--- src/rtl/raizing_pal_arb.sv ---
// Purpose : shares one single-port palette RAM between video reads, the power-up clear engine and the CPU.
// Latency : video PIXEL_CEN -> PIX_VALID 2 edges; CPU write grant -> CPU_OK 1 edge; CPU read grant -> CPU_OK 2 edges.
// Backpressure: video is never stalled; the clear engine yields to video; the CPU waits (CPU_CS held) for any free slot.
//
// Ports:
//   CLK96, RESET_N                  clock, async active-low reset
//   PIXEL_CEN/PIXEL -> PIX_DATA/PIX_VALID   fixed-latency video palette lookup
//   CPU_CS/WE/ADDR/DIN/BE -> CPU_DOUT/OK    one access per CS assertion
//   BUSY                            clear engine running
//   RAM_ADDR/RAM_DIN/RAM_WE/RAM_Q   registered RAM port, 1-cycle read latency
module raizing_pal_arb #(
  parameter int AW = 11,
  parameter int DW = 16
) (
  input  logic          CLK96,
  input  logic          RESET_N,
  input  logic          PIXEL_CEN,
  input  logic [AW-1:0] PIXEL,
  output logic [DW-1:0] PIX_DATA,
  output logic          PIX_VALID,
  input  logic          CPU_CS,
  input  logic          CPU_WE,
  input  logic [AW-1:0] CPU_ADDR,
  input  logic [DW-1:0] CPU_DIN,
  input  logic [1:0]    CPU_BE,
  output logic [DW-1:0] CPU_DOUT,
  output logic          CPU_OK,
  output logic          BUSY,
  output logic [AW-1:0] RAM_ADDR,
  output logic [DW-1:0] RAM_DIN,
  output logic [1:0]    RAM_WE,
  input  logic [DW-1:0] RAM_Q
);

  typedef enum logic [1:0] {C_IDLE, C_RD, C_HOLD} cpu_st_t;

  cpu_st_t       st_q, st_d;
  logic [AW-1:0] clr_q, clr_d;
  logic          busy_q, busy_d;
  logic [AW-1:0] ram_addr_q, ram_addr_d;
  logic [DW-1:0] ram_din_q, ram_din_d;
  logic [1:0]    ram_we_q, ram_we_d;
  // Separate tag pipes so a CPU read in flight is not disturbed by a video
  // grant that lands in the cycle after it.
  logic [1:0]    vtag_q, vtag_d;
  logic [1:0]    rtag_q, rtag_d;
  logic          wr_ack_q, wr_ack_d;
  logic [DW-1:0] pix_data_q, pix_data_d;
  logic          pix_valid_q, pix_valid_d;
  logic [DW-1:0] cpu_dout_q, cpu_dout_d;
  logic          cpu_ok_q, cpu_ok_d;

  logic vid_gnt, clr_gnt, cpu_gnt;

  always_comb begin
    vid_gnt = PIXEL_CEN;
    clr_gnt = !PIXEL_CEN && busy_q;
    cpu_gnt = !PIXEL_CEN && !busy_q && CPU_CS && (st_q == C_IDLE);

    st_d        = st_q;
    clr_d       = clr_q;
    busy_d      = busy_q;
    ram_addr_d  = ram_addr_q;
    ram_din_d   = ram_din_q;
    ram_we_d    = 2'b00;              // write strobe lasts one cycle only
    vtag_d      = {vtag_q[0], vid_gnt};
    rtag_d      = {rtag_q[0], 1'b0};
    wr_ack_d    = 1'b0;
    pix_data_d  = pix_data_q;
    pix_valid_d = 1'b0;
    cpu_dout_d  = cpu_dout_q;
    cpu_ok_d    = wr_ack_q;

    if (vid_gnt) begin
      ram_addr_d = PIXEL;
    end else if (clr_gnt) begin
      ram_addr_d = clr_q;
      ram_din_d  = '0;
      ram_we_d   = 2'b11;
      // Counter parks on the last address; only a reset restarts the clear.
      if (clr_q == {AW{1'b1}}) busy_d = 1'b0;
      else                     clr_d  = clr_q + AW'(1);
    end else if (cpu_gnt) begin
      ram_addr_d = CPU_ADDR;
      if (CPU_WE) begin
        ram_din_d = CPU_DIN;
        ram_we_d  = CPU_BE;
        wr_ack_d  = 1'b1;
      end else begin
        rtag_d[0] = 1'b1;
      end
    end

    if (vtag_q[1]) begin
      pix_data_d  = RAM_Q;
      pix_valid_d = 1'b1;
    end

    if (rtag_q[1]) begin
      cpu_dout_d = RAM_Q;
      cpu_ok_d   = 1'b1;
    end

    case (st_q)
      C_IDLE: if (cpu_gnt) st_d = CPU_WE ? C_HOLD : C_RD;
      C_RD:   if (rtag_q[1]) st_d = C_HOLD;
      C_HOLD: if (!CPU_CS) st_d = C_IDLE;
      default: st_d = C_IDLE;
    endcase
  end

  always_ff @(posedge CLK96 or negedge RESET_N) begin
    if (!RESET_N) begin
      st_q        <= C_IDLE;
      clr_q       <= '0;
      busy_q      <= 1'b1;
      ram_addr_q  <= '0;
      ram_din_q   <= '0;
      ram_we_q    <= 2'b00;
      vtag_q      <= 2'b00;
      rtag_q      <= 2'b00;
      wr_ack_q    <= 1'b0;
      pix_data_q  <= '0;
      pix_valid_q <= 1'b0;
      cpu_dout_q  <= '0;
      cpu_ok_q    <= 1'b0;
    end else begin
      st_q        <= st_d;
      clr_q       <= clr_d;
      busy_q      <= busy_d;
      ram_addr_q  <= ram_addr_d;
      ram_din_q   <= ram_din_d;
      ram_we_q    <= ram_we_d;
      vtag_q      <= vtag_d;
      rtag_q      <= rtag_d;
      wr_ack_q    <= wr_ack_d;
      pix_data_q  <= pix_data_d;
      pix_valid_q <= pix_valid_d;
      cpu_dout_q  <= cpu_dout_d;
      cpu_ok_q    <= cpu_ok_d;
    end
  end

  assign PIX_DATA  = pix_data_q;
  assign PIX_VALID = pix_valid_q;
  assign CPU_DOUT  = cpu_dout_q;
  assign CPU_OK    = cpu_ok_q;
  assign BUSY      = busy_q;
  assign RAM_ADDR  = ram_addr_q;
  assign RAM_DIN   = ram_din_q;
  assign RAM_WE    = ram_we_q;

endmodule

--- config.mk ---
export PLATFORM = sky130hd
export DESIGN_NAME = raizing_pal_arb
export DESIGN_NICKNAME = d
export VERILOG_FILES = /design/src/rtl/raizing_pal_arb.sv
export SDC_FILE = /design/constraint.sdc
export NUM_CORES = 1
export LEC_CHECK = 0
export ABC_CLOCK_PERIOD_IN_PS = 3700
export CORE_MARGIN = 4
export CORE_UTILIZATION = 40
export DETAILED_ROUTE_END_ITERATION = 10
export PLACE_DENSITY = 0.74
export RECOVER_POWER = 100
export SLEW_MARGIN = 10
export SYNTH_ARGS = -nofsm -noshare
export SYNTH_HDL_FRONTEND = slang
export SYNTH_SLANG_ARGS = --single-unit
--- constraint.sdc ---
create_clock -name CLK96 -period 3.7 [get_ports CLK96]
set_input_delay 0.74 -clock CLK96 [delete_from_list [all_inputs] [get_ports CLK96]]
set_output_delay 0.74 -clock CLK96 [all_outputs]
set_load 0.01 [all_outputs]
==> impl_metrics.py <==
metrics = {
    "clock_network": {
        "clkTransAtPathRegs_ps": 70,
        "post_cts_buffers": 0,
        "clock_path_buffers": 2,
        "cts_htree_levels": 3,
        "cts_made_buffers": 9,
        "cts_root_buf": "clkbuf_8",
        "cts.repair.resized": 0,
        "insertion_delay_ps": 340,
        "cts_tree": "done",
        "cts_hold_buf": 0,
        "clock_sinks": 82,
    },
    "drt": {
        "routed.top_layer": "met4",
        "post_drt_via_cell_ratio": 4.90,
        "wl_met2_um": 3620,
        "drt_first_iter_violations": 92,
        "drt-pass1-iter-count": 4,
        "drc": 0,
        "routed_wl_um": 7710,
        "met1Wirelength_um": 3410,
        "drt.antenna.violating_nets": 0,
        "num_vias": 2419,
        "avgRoutedWirePerCell_um": 15.6,
        "dr_wl_met3_um": 606,
    },
    "yosys": {
        "ys_types": 45,
        "netlist_top_cells_count": "dfrtp_1 (81), mux2_2 (34), nor2_1 (19)",
        "postSynthCellCount": 261,
        "synth-seq-cells": 82,
        "synth.largest_area_cell": "dfrtp_1",
        "netlist_top_cells_area": "dfrtp_1 (59%), mux2_2 (11%), a22o_1 (4.1%), mux2i_1 (3.2%), a21oi_1 (2.3%)",
        "avgSynthCellArea_um2": 13.1,
        "synth_nets": 323,
        "synth_top_area_share_pct": 59.2,
        "seq_area_frac_synth_pct": 60.0,
        "yosys.cell_count.top_type": "dfrtp_1",
        "synth_edf_count": 0,
        "synthArstFlopShare_pct": 100,
        "yosysWarnings": 0,
        "synth_area_mm2": 0.00342,
        "synth_flop_cell": "dfrtp_1",
    },
    "pwr": {
        "switching_share_pct": 28.1,
        "totalPowerFinal_w": 0.00272,
        "pwr-share-clk_pct": 23.3,
        "p_sw_w": 0.000763,
        "power.internal_w": 0.00196,
        "p_per_area_mw_per_mm2": 559,
        "peakVddDrop_uv": 224,
        "power_frac_comb_pct": 30.7,
        "p_leak_nw": 2.10,
        "p_seq_share_pct": 46.0,
    },
    "setup_path": {
        "cp.required_ps": 2960,
        "endpoint": "BUSY",
        "r2r_end": "clr_q[7]",
        "r2r_start": "BUSY",
        "reg2reg_slack_ps": 1910,
        "end_kind": "output pin",
        "r2r_cells": 5,
        "arrival_ps": 1760,
        "cp_max_fo": 21,
        "critPathKind": "reg2out",
        "crit_path_start": "BUSY",
        "cp-start-kind": "register",
    },
    "status": {
        "outcome": "complete, but fails checks",
        "violations": "capacitance limit, slew limit",
    },
    "min_path": {
        "hp-class": "reg2reg",
        "min-delay-start": "rtag_q[0]",
        "min_path_cells": 0,
    },
    "layout": {
        "diodes": 0,
        "final_area_mm2": 0.00486,
        "num-nets-final": 447,
        "area_growth_pct": 42.1,
        "drive_gt1_share_pct": 15.9,
        "utilization_pct": 58.9,
    },
    "global_routing": {
        "antenna_found_initial": 0,
        "grt_pass1_wl_um": 12500,
        "grt_overflow": 0,
        "grt_pass1_vias": 2507,
        "grt_max_degree": 83,
        "track_usage_pct": 15.6,
    },
    "floorplan": {
        "die_x_um": 101,
        "ios": 125,
        "initial_core_util_pct": 41.5,
        "die_y_um": 101,
        "fp-row-count": 33,
        "dieArea_mm2": 0.0101,
        "coreArea_mm2": 0.00826,
    },
    "sta": {
        "setup_viol": 0,
        "maxSlewViolCount": 83,
        "fin_worst_skew_ps": 10.2,
        "max_slew_margin_pct": -29.6,
        "grt_setup_unrepaired": "false",
        "timing.fmax_mhz": 400,
        "tns_ps": 0,
        "setup_ws_ps": 1200,
        "finalHoldViolations": 0,
        "layout_min_cycle_time_ps": 2500,
        "tightest_slew_ps": 1940,
        "fin_crit_sh_pct": 67.5,
    },
    "placement": {
        "placed_cell_area_mm2": 0.00473,
        "place_congestion": 0.789,
        "port_buffers": 124,
        "post-dp-hpwl_um": 5640,
        "pre_cts_slack_ps": 1060,
    },
    "flow_run": {
        "max_cap_violations": 1,
    },
}
==> worst min path at each step <==
stage | slack (ps) | to
floorplan | 330 | rtag_q[1]
global placement | 330 | vtag_q[1]
detailed placement | 330 | rtag_q[1]
CTS | 350 | rtag_q[1]
global route | 360 | rtag_q[1]
finish | 350 | rtag_q[1]
==> critical path, cell delays in order (launching register included) <==
cell and delay [ps]:
dfstp_2 520, buf_4 290, clkdlybuf4s50_1 610
==> power by group through the flow <==
stage	registers, W	clock network, W	logic, W
2_1_floorplan	0.00137	0	0.000258
3_3_place_gp	0.00128	0	0.000919
3_5_place_dp	0.00128	0	0.000938
4_1_cts	0.00127	0.000653	0.000942
5_1_grt	0.00129	0.000691	0.000903
6_report	0.00125	0.000633	0.000835
==> routing by layer <==
layer	up-vias	GRT usage, %
met4	0	4.04
met2	88	24.9
met5	-	0
li1	1172	-
met3	9	4.78
met1	1150	20.9
==> flip-flops by register name, summed over array words and instances (netlist names) <==
name       count
BUSY           1
CPU_DOUT      16
CPU_OK         1
PIX_DATA      16
PIX_VALID      1
RAM_ADDR      11
RAM_DIN       16
RAM_WE         2
clr_q         11
rtag_q         2
st_q           2
vtag_q         2
wr_ack_q       1
==> final cells by class <==
class	count	area, um^2
fill	687	3390
tap	105	131
inverter	3	11.3
timing repair buffer	127	1250
sequential	82	2050
clock buffer	10	138
multi-input combinational	162	1220
clock inverter	5	55.1
==> per-stage QoR <==
| step | instances | hold WS, ps |
|---|---|---|
| 2_1_floorplan | 261 | 331 |
| 3_3_place_gp | 479 | 334 |
| 3_5_place_dp | 479 | 335 |
| 4_1_cts | 494 | 352 |
| 5_1_grt | 494 | 355 |
| 6_report | 494 | 351 |
==> cell families after synthesis <==
kind of cell	synth area share [%]
compound gates	11.3
xor+xnor	0.768
simple gates	9.94
flops	60.0
fa+ha+maj	0.365
mux	14.8
buf+inv	2.85
==> cells in the final DEF (no fill, tap or decap), types with 2 or more instances in the layout <==
cell and instances:
nand3_1 3, dlygate4sd3_1 64, clkinv_2 2, mux2i_1 11, clkinvlp_4 2, clkbuf_8 10, nor2_1 20, dfrtp_1 81
nand2_1 18, inv_1 3, a21oi_1 16, and2_0 2, xnor2_1 3, clkdlybuf4s50_1 59, o21a_1 2, buf_4 2
mux2_2 34, a22o_1 16, o21ai_0 13
(Power assumes the default switching activity.)
